### src/rtl/uart_link_if.sv
// Signal bundle between the miner-link sequencer and the surrounding UART/hash logic.
// The controller takes the slave view; whatever feeds it takes the master view.
interface uart_link_if;
    logic        rxce;
    logic        is_receiving;
    logic        is_transmitting;
    logic [31:0] nonce_in;
    logic        nonce_valid;
    logic        txce;
    logic [7:0]  tx;
    logic        nonce_busy;
    logic        nonce_done;
    logic        nonce_drop;
    logic        tx_error;
    logic [6:0]  header_count;
    logic        header_valid;
    logic        rx_timeout;

    modport master (
        output rxce, is_receiving, is_transmitting, nonce_in, nonce_valid,
        input  txce, tx, nonce_busy, nonce_done, nonce_drop, tx_error,
               header_count, header_valid, rx_timeout
    );

    modport slave (
        input  rxce, is_receiving, is_transmitting, nonce_in, nonce_valid,
        output txce, tx, nonce_busy, nonce_done, nonce_drop, tx_error,
               header_count, header_valid, rx_timeout
    );
endinterface

### src/rtl/uart_link_ctrl.sv
// Miner UART link sequencer: frames received bytes into block headers with an
// inter-byte timeout, and reports found nonces MSB-first through txce/tx.
module uart_link_ctrl #(
    parameter int HEADER_BYTES = 80,
    parameter int TX_BYTES     = 4,
    parameter int RX_TIMEOUT   = 500000,
    parameter int ACK_WAIT     = 16
) (
    input  logic      clock,
    input  logic      reset,
    uart_link_if.slave link
);
    localparam int IDX_W = (TX_BYTES > 1) ? $clog2(TX_BYTES) : 1;
    localparam int ACK_W = $clog2(ACK_WAIT + 1);
    localparam int TMR_W = $clog2(RX_TIMEOUT + 1);
    localparam int HC_W  = 7;

    typedef enum logic [2:0] {
        ST_IDLE,
        ST_PEND,
        ST_STROBE,
        ST_ACK,
        ST_DRAIN
    } tx_state_t;

    tx_state_t        r_state;
    tx_state_t        w_state_next;
    logic [IDX_W-1:0] r_idx;
    logic [IDX_W-1:0] w_idx_next;
    logic [31:0]      r_nonce;
    logic [7:0]       r_tx;
    logic [7:0]       w_tx_byte;
    logic             r_txce;
    logic             r_nonce_done;
    logic             r_nonce_drop;
    logic             r_tx_error;
    logic [ACK_W-1:0] r_ack_timer;
    logic             w_capture;
    logic             w_done;
    logic             w_error;

    logic [7:0] w_in_bytes   [TX_BYTES];
    logic [7:0] w_held_bytes [TX_BYTES];

    logic [HC_W-1:0]  r_header_count;
    logic [TMR_W-1:0] r_idle_timer;
    logic             r_header_valid;
    logic             r_rx_timeout;
    logic             w_rx_last;
    logic             w_rx_expire;

    genvar gi;
    generate
        for (gi = 0; gi < TX_BYTES; gi++) begin : g_bytes
            assign w_in_bytes[gi]   = link.nonce_in[8*gi +: 8];
            assign w_held_bytes[gi] = r_nonce[8*gi +: 8];
        end
    endgenerate

    // ------------------------------------------------------------------
    // TX sequencer: next state and byte selection
    // ------------------------------------------------------------------
    always_comb begin
        w_state_next = r_state;
        w_idx_next   = r_idx;
        w_capture    = 1'b0;
        w_done       = 1'b0;
        w_error      = 1'b0;
        w_tx_byte    = 8'h00;

        case (r_state)
            ST_IDLE: begin
                if (link.nonce_valid) begin
                    w_capture    = 1'b1;
                    w_idx_next   = IDX_W'(TX_BYTES - 1);
                    w_state_next = link.is_receiving ? ST_PEND : ST_STROBE;
                end
            end
            ST_PEND: begin
                if (!link.is_receiving) begin
                    w_state_next = ST_STROBE;
                end
            end
            ST_STROBE: begin
                w_state_next = ST_ACK;
            end
            ST_ACK: begin
                // The ack timer starts in STROBE, so the abort lands ACK_WAIT clocks after txce.
                if (link.is_transmitting) begin
                    w_state_next = ST_DRAIN;
                end else if (r_ack_timer == ACK_W'(ACK_WAIT - 1)) begin
                    w_error      = 1'b1;
                    w_state_next = ST_IDLE;
                end
            end
            ST_DRAIN: begin
                if (!link.is_transmitting) begin
                    if (r_idx == '0) begin
                        w_done       = 1'b1;
                        w_state_next = ST_IDLE;
                    end else begin
                        w_idx_next   = r_idx - IDX_W'(1);
                        w_state_next = link.is_receiving ? ST_PEND : ST_STROBE;
                    end
                end
            end
            default: begin
                w_state_next = ST_IDLE;
            end
        endcase

        // On capture the nonce register is not loaded yet, so take the byte from the input.
        if (w_capture) begin
            w_tx_byte = w_in_bytes[w_idx_next];
        end else begin
            w_tx_byte = w_held_bytes[w_idx_next];
        end
    end

    always_ff @(posedge clock) begin
        if (reset) begin
            r_state      <= ST_IDLE;
            r_idx        <= '0;
            r_nonce      <= '0;
            r_tx         <= '0;
            r_txce       <= 1'b0;
            r_nonce_done <= 1'b0;
            r_nonce_drop <= 1'b0;
            r_tx_error   <= 1'b0;
            r_ack_timer  <= '0;
        end else begin
            r_state      <= w_state_next;
            r_idx        <= w_idx_next;
            r_txce       <= (w_state_next == ST_STROBE);
            r_nonce_done <= w_done;
            r_tx_error   <= w_error;
            r_nonce_drop <= link.nonce_valid && (r_state != ST_IDLE);
            if (w_capture) begin
                r_nonce <= link.nonce_in;
            end
            if (w_state_next == ST_STROBE) begin
                r_tx <= w_tx_byte;
            end
            if ((r_state == ST_STROBE) || (r_state == ST_ACK)) begin
                r_ack_timer <= r_ack_timer + ACK_W'(1);
            end else begin
                r_ack_timer <= '0;
            end
        end
    end

    // ------------------------------------------------------------------
    // RX framing and inter-byte timeout
    // ------------------------------------------------------------------
    assign w_rx_last   = (r_header_count == HC_W'(HEADER_BYTES - 1));
    // A byte arriving on the expiry clock takes priority over the timeout.
    assign w_rx_expire = (r_header_count != '0) && !link.rxce &&
                         (r_idle_timer == TMR_W'(RX_TIMEOUT - 1));

    always_ff @(posedge clock) begin
        if (reset) begin
            r_header_count <= '0;
            r_idle_timer   <= '0;
            r_header_valid <= 1'b0;
            r_rx_timeout   <= 1'b0;
        end else begin
            r_header_valid <= link.rxce && w_rx_last;
            r_rx_timeout   <= w_rx_expire;
            if (link.rxce) begin
                r_header_count <= w_rx_last ? '0 : r_header_count + HC_W'(1);
                r_idle_timer   <= '0;
            end else if (w_rx_expire) begin
                r_header_count <= '0;
                r_idle_timer   <= '0;
            end else if (r_header_count != '0) begin
                r_idle_timer <= r_idle_timer + TMR_W'(1);
            end else begin
                r_idle_timer <= '0;
            end
        end
    end

    assign link.txce         = r_txce;
    assign link.tx           = r_tx;
    assign link.nonce_busy   = (r_state != ST_IDLE);
    assign link.nonce_done   = r_nonce_done;
    assign link.nonce_drop   = r_nonce_drop;
    assign link.tx_error     = r_tx_error;
    assign link.header_count = r_header_count;
    assign link.header_valid = r_header_valid;
    assign link.rx_timeout   = r_rx_timeout;
endmodule

### src/flat_wrapper.sv
// flat-port wrapper written by rule: the top's interface ports become plain ports
module uart_link_ctrl_flat 
#(
    parameter int HEADER_BYTES = 80,
    parameter int TX_BYTES     = 4,
    parameter int RX_TIMEOUT   = 500000,
    parameter int ACK_WAIT     = 16
)
  (clock, reset, link_rxce, link_is_receiving, link_is_transmitting, link_nonce_in, link_nonce_valid, link_txce, link_tx, link_nonce_busy, link_nonce_done, link_nonce_drop, link_tx_error, link_header_count, link_header_valid, link_rx_timeout);
  uart_link_if link_i ();
  input  logic clock;
  input  logic reset;
  input wire logic [$bits(link_i.rxce)-1:0] link_rxce;
  input wire logic [$bits(link_i.is_receiving)-1:0] link_is_receiving;
  input wire logic [$bits(link_i.is_transmitting)-1:0] link_is_transmitting;
  input wire logic [$bits(link_i.nonce_in)-1:0] link_nonce_in;
  input wire logic [$bits(link_i.nonce_valid)-1:0] link_nonce_valid;
  output wire logic [$bits(link_i.txce)-1:0] link_txce;
  output wire logic [$bits(link_i.tx)-1:0] link_tx;
  output wire logic [$bits(link_i.nonce_busy)-1:0] link_nonce_busy;
  output wire logic [$bits(link_i.nonce_done)-1:0] link_nonce_done;
  output wire logic [$bits(link_i.nonce_drop)-1:0] link_nonce_drop;
  output wire logic [$bits(link_i.tx_error)-1:0] link_tx_error;
  output wire logic [$bits(link_i.header_count)-1:0] link_header_count;
  output wire logic [$bits(link_i.header_valid)-1:0] link_header_valid;
  output wire logic [$bits(link_i.rx_timeout)-1:0] link_rx_timeout;
  assign link_i.rxce = link_rxce;
  assign link_i.is_receiving = link_is_receiving;
  assign link_i.is_transmitting = link_is_transmitting;
  assign link_i.nonce_in = link_nonce_in;
  assign link_i.nonce_valid = link_nonce_valid;
  assign link_txce = link_i.txce;
  assign link_tx = link_i.tx;
  assign link_nonce_busy = link_i.nonce_busy;
  assign link_nonce_done = link_i.nonce_done;
  assign link_nonce_drop = link_i.nonce_drop;
  assign link_tx_error = link_i.tx_error;
  assign link_header_count = link_i.header_count;
  assign link_header_valid = link_i.header_valid;
  assign link_rx_timeout = link_i.rx_timeout;
  uart_link_ctrl #(.HEADER_BYTES(HEADER_BYTES), .TX_BYTES(TX_BYTES), .RX_TIMEOUT(RX_TIMEOUT), .ACK_WAIT(ACK_WAIT)) u_core (.clock(clock), .reset(reset), .link(link_i));
endmodule
### config.mk
export PLATFORM = sky130hd
export DESIGN_NAME = uart_link_ctrl_flat
export DESIGN_NICKNAME = d
export VERILOG_FILES = /design/src/rtl/uart_link_if.sv /design/src/rtl/uart_link_ctrl.sv /design/src/flat_wrapper.sv
export SDC_FILE = /design/constraint.sdc
export NUM_CORES = 1
export LEC_CHECK = 0
export BUFFER_PORTS_ARGS = -buffer_cell sky130_fd_sc_hd__buf_4
export CAP_MARGIN = 20
export CORE_MARGIN = 10
export CORE_UTILIZATION = 53
export CTS_CLUSTER_DIAMETER = 100
export DETAILED_ROUTE_END_ITERATION = 12
export PLACE_DENSITY = 0.74
export SLEW_MARGIN = 25
export SYNTH_ARGS = -nofsm -noshare
export SYNTH_HDL_FRONTEND = slang
export SYNTH_SLANG_ARGS = --single-unit
### constraint.sdc
create_clock -name clock -period 5 [get_ports clock]
set_clock_uncertainty 0.05 [all_clocks]
set_input_delay 1 -clock clock [delete_from_list [all_inputs] [get_ports clock]]
set_output_delay 1 -clock clock [all_outputs]
set_load 0.02 [all_outputs]
* Word-level counts from Yosys, hierarchy flattened *
Cells that the tools add are included.

operators by class
  add/subtract/negate cells = 4
  multipliers = 0
  div/mod/pow operators = 0
  magnitude comparators = 1
  equality and inequality tests = 8
  shifts and indexed selects = 0
  multiplexer cells = 26
  bitwise logic cells = 5
  reductions and logical operators = 15

operators with widths
  kind                                            number
  two-way mux 8 bit                               5
  binary-select mux 8 bit (select 2 bit)          2
  two-way mux 7 bit                               3
  adder 19 x 1 -> 19 bit (second input constant)  1
  == test 19 bit (second input constant)          1
  two-way mux 3 bit                               6
  one-hot mux 3 bit (5 select lines)              1
  == test 3 x 2 -> 1 bit (second input constant)  3
  two-way mux 2 bit                               4
  adder 7 x 1 -> 7 bit (second input constant)    1
  == test 7 bit (second input constant)           1
  nonzero test 7 bit                              1
  OR reduction 3 bit                              2
  adder 5 x 1 -> 5 bit (second input constant)    1
  == test 5 x 4 -> 1 bit (second input constant)  1
  logical AND 1 bit                               4
  two-way mux 1 bit                               4
  NOT 1 bit                                       4
  one-hot mux 2 bit (2 select lines)              1
  OR reduction 4 bit                              1
  == test 3 x 1 -> 1 bit (second input constant)  1
  == test 3 bit (second input constant)           1
  >= comparator 3 bit (second input constant)     1
  logical NOT 3 bit                               1
  other kinds (8)                                 8

storage, ports and cells
  register bits after elaboration = 82
  latch bits = 0
  bits in writable memories = 0
  ROM bits = 0
  input bits = 38
  output and inout port bits = 22
  memories = 0

* Longest topological paths before layout *
  depth after elaboration = 9
  depth in mapped cells = 8
  depth with buffers taken out = 7

* Worst setup path after synthesis *
OpenSTA, ideal clock, no wires.

  path type = input to register
  start point = in link_is_transmitting
  end point = reg u_core.r_tx[0] (netlist: u_core.link.tx[0])
  setup time = 0.134 ns
  data arrival time = 2.433 ns
  data required time = 4.816 ns
  setup slack = 2.384 ns
  stages = 6
  path buffers = 1
  cell sequence = or4b_4 -> buf_6 -> or2_1 -> mux2_2 -> o221ai_1 -> o22ai_1

between the ends
  word-level cells in the longest chain between the ends = 7
  elaborated cells between the ends (all ways) = 14
  classes of those cells = 1 x eq/ne; 12 x mux; 1 x bitwise

RTL lines
  element                                                           RTL line                                      RTL
  from (decl)                                                       flat_wrapper.sv:15                            input wire logic [$bits(link_i.is_transmitting)-1:0] link_is_transmitting;
  two-way mux 2 bit                                                 uart_link_ctrl.sv:97                          if (!link.is_transmitting) begin
  one-hot mux 2 bit (2 select lines)                                uart_link_ctrl.sv:71                          case (r_state)
  NOT 2 -> 3 bit (not written as such)                              uart_link_ctrl.sv:114, uart_link_ctrl.sv:116
  binary-select mux 8 bit (select 2 bit), on equally long branches  uart_link_ctrl.sv:116, uart_link_ctrl.sv:114
  two-way mux 8 bit, on equally long branches (2 in a row)          uart_link_ctrl.sv:116, uart_link_ctrl.sv:114
  two-way mux 8 bit                                                 uart_link_ctrl.sv:113                         if (w_capture) begin
  to (signal assigned)                                              uart_link_ctrl.sv:142                         r_tx <= w_tx_byte;
  to (decl)                                                         uart_link_ctrl.sv:31                          logic [7:0] r_tx;

Several ways; a longest one is shown, not always the timed one. The select of a mux whose other input is x is not followed.
A chain may end at the register's enable or synchronous reset.

* Worst setup path in the final report *
  start point = in link_is_transmitting
  end point = reg u_core.r_tx[5] (netlist: u_core.link.tx[5])

Same word-level chain as after synthesis.

==> impl_metrics.tcl <==
set metrics [dict create \
    port_buffers 59 \
    busiest_layer "met2" \
    cts_root_buffer "clkbuf_8" \
    place_inst 532 \
    slew_viol_final 0 \
    gp_congestion 0.795 \
    hold_path_depth 1 \
    maxSlewHeadroom 0.540 \
    cts_setup_buffers 0 \
    vias 3012 \
    worstHoldEndpoint "u_core.r_ack_timer[0]" \
    io_pins 60 \
    r2r_end "u_core.r_idle_timer[13]" \
    period_needed_ps 2530 \
    syn_avg_cell_area_sq_um 8.49 \
    grt_max_degree 62 \
    routed_wl_mm 8.14 \
    tightestPinTransition_ps 691 \
    rows 29 \
    synth_area_leaders "dfxtp_1 46%, nand2_1 8.3%, a21oi_1 7.4%" \
    worstHoldStart "u_core.r_ack_timer[0]" \
    syn_area_sq_um 3530 \
    synth_cell_types 51 \
    rsz0062_at_grt "false" \
    track_usage 0.160 \
    die_y_um 102 \
    grtUsageMet3 0.0388 \
    drive_gt1_frac 0.185 \
    area_growth_pct 18.1 \
    fmax_mhz 395 \
    synth-seq-cells 82 \
    cts_resized 0 \
    vias_per_cell 5.51 \
    floorplan.initialDensity 0.550 \
    h-tree-depth 3 \
    fin_crit_sh 0.506 \
    status "finished clean" \
    r2r_cells 5 \
    synth_top_area_frac 0.465 \
    overflow 0 \
    cap_viol_max_count 0 \
    finalHoldViolations 0 \
    fin_cells 547 \
    fin_setup_tns_ps 0 \
    arrival_ps 2750 \
    n_fill_cell 569 \
    r2r_slack_ps 2620 \
    drt_iter0_drc 98 \
    r2r-start "u_core.r_idle_timer[6]" \
    die_w_um 102 \
    most-common-layout-cells "82 x dfxtp_1, 78 x nand2_1, 60 x buf_4, 52 x a21oi_1, 34 x nor2_1" \
    critical_path_class "primary input to flop" \
    synth_top_area_cell "dfxtp_1" \
    diodes 0 \
    wl_per_cell_um 14.9 \
    hold_path.class "flop to flop" \
    use_met1 0.195 \
    grt_pass1_wl_mm 13.5 \
    antenna_found_initial 0 \
    fp.coreArea_sq_um 6420 \
    syn_nets 459 \
    numCtsBuffers 9 \
    drt_drc_violations_left 0 \
    cts_tree "yes" \
    fin_nets 509 \
    drtAntennaViolNets 0 \
    cts_buffer_depth 2 \
    startpoint_type "primary input" \
    syn_inst 416 \
    setup_violations 0 \
    endpoint_kind "flop" \
    synth_seq_area_share 0.465 \
    path_clk_slew_ps 80 \
    leakagePower_nw 1.56 \
    worstPathMaxFanout 10 \
    final_core_util 0.649 \
    die-area_sq_um 10300 \
    grt_pass1_vias 2918 \
    grt_use_met2 0.260 \
    hold_buffers 0 \
    p_per_area_nw_per_um2 324 \
    peakVddDrop_uv 155 \
    clock_latency_ps 350 \
    final_common_cell "dfxtp_1" \
    dp_hpwl_mm 5.76 \
    cts.sinks 82 \
    cp.required_ps 5220 \
    yosysWarnings 0 \
    dr.pass1.iters 5 \
]
==> cells by family (layout without fill, tap and decap cells) <==
kind of cell	after synthesis	after routing	share of synthesized area
AND/OR/NAND/NOR	190	190	0.270
AO/OA/AOI/OAI	92	92	0.164
flip-flops	82	82	0.465
buffers and inverters	29	83	0.0372
XOR/XNOR	17	17	0.0422
adder cells (fa/ha/maj)	5	5	0.0177
multiplexers	1	1	0.00319
==> sequential cells by signal, indices dropped and copies added, names as in the netlist <==
| signal | flops |
|---|---|
| u_core.link.tx_error | 1 |
| u_core.link.header_valid | 1 |
| u_core.r_nonce | 32 |
| u_core.link.nonce_done | 1 |
| u_core.r_state | 3 |
| u_core.link.nonce_drop | 1 |
| u_core.link.header_count | 7 |
| u_core.link.rx_timeout | 1 |
| u_core.r_idx | 2 |
| u_core.link.txce | 1 |
| u_core.r_idle_timer | 19 |
| u_core.r_ack_timer | 5 |
| u_core.link.tx | 8 |
==> power by group <==
group          internal (mW)  switching (mW)
registers              0.684          0.0274
logic                 0.0809           0.105
clock network          0.227           0.227
==> stage by stage <==
| stage | total power, mW | hold slack, ps | setup slack [ps] | instance area, sq um |
|---|---|---|---|---|
| after CTS | 1.36 | 405 | 2500 | 4170 |
| after detailed placement | 0.914 | 394 | 2130 | 3990 |
| final | 1.35 | 402 | 2470 | 4170 |
| after floorplan | 0.844 | 368 | 2380 | 3530 |
| after global routing | 1.41 | 430 | 2350 | 4170 |
| after global placement | 0.909 | 381 | 2160 | 3990 |
==> area by class of cell <==
| class | count | area [sq um] | share of cell area |
|---|---|---|---|
| Sequential cell | 82 | 1640 | 0.394 |
| Multi-Input combinational cell | 305 | 1770 | 0.424 |
| Clock buffer | 10 | 128 | 0.0306 |
| Inverter | 8 | 30.0 | 0.00720 |
| Clock inverter | 5 | 56.3 | 0.0135 |
| Timing Repair Buffer | 60 | 450 | 0.108 |
| Tap cell | 77 | 96.3 | 0.0231 |
==> per-layer routing <==
metal | wire [um] | up-vias
met5 | 0 | -
met4 | 120 | 0
met3 | 527 | 11
met2 | 3830 | 81
met1 | 3660 | 1380
li1 | - | 1540
==> cells in the mapped netlist (all sizes together) <==
cell type and number:
nand4 5, nor2 34, nor3b 5, nand2b 5, or2 3, ha 5, dfxtp 82, and4 5
and2b 1, a211oi 1, a31oi 1, or4 1, nand3b 4, nor4 1, or3 2, a21boi 3
a21oi 53, o22ai 17, mux2 1, o32ai 1, o21ai 2, nand3 10, inv 7, or3b 1
nor2b 10, o221ai 8, nand2 79, a311oi 2, and3 5, xor2 9, o21bai 1, clkbuf 15
nor3 5, nor4b 2, and3b 1, clkinv 1, or4b 2, a31o 1, o31ai 1, buf 6
and2 9, xnor2 8, a22oi 1
==> critical path: stages <==
cell      delay [ps]
buf_4            120
or4b_4           590
o32ai_4          230
nor3b_4          430
o221ai_1         200
o22ai_1          180
==> worst max-delay path by stage <==
stage	startpoint	end	slack (ps)
after floorplan	link_is_transmitting	u_core.link.tx[0]	2380
final	link_is_transmitting	u_core.link.tx[5]	2470
after global placement	link_is_transmitting	u_core.link.tx[4]	2160
after CTS	link_is_transmitting	u_core.link.tx[7]	2500
after detailed placement	link_is_transmitting	u_core.link.tx[5]	2130
after global routing	link_is_transmitting	u_core.link.tx[7]	2350
Power figures use the tool's default switching activity.
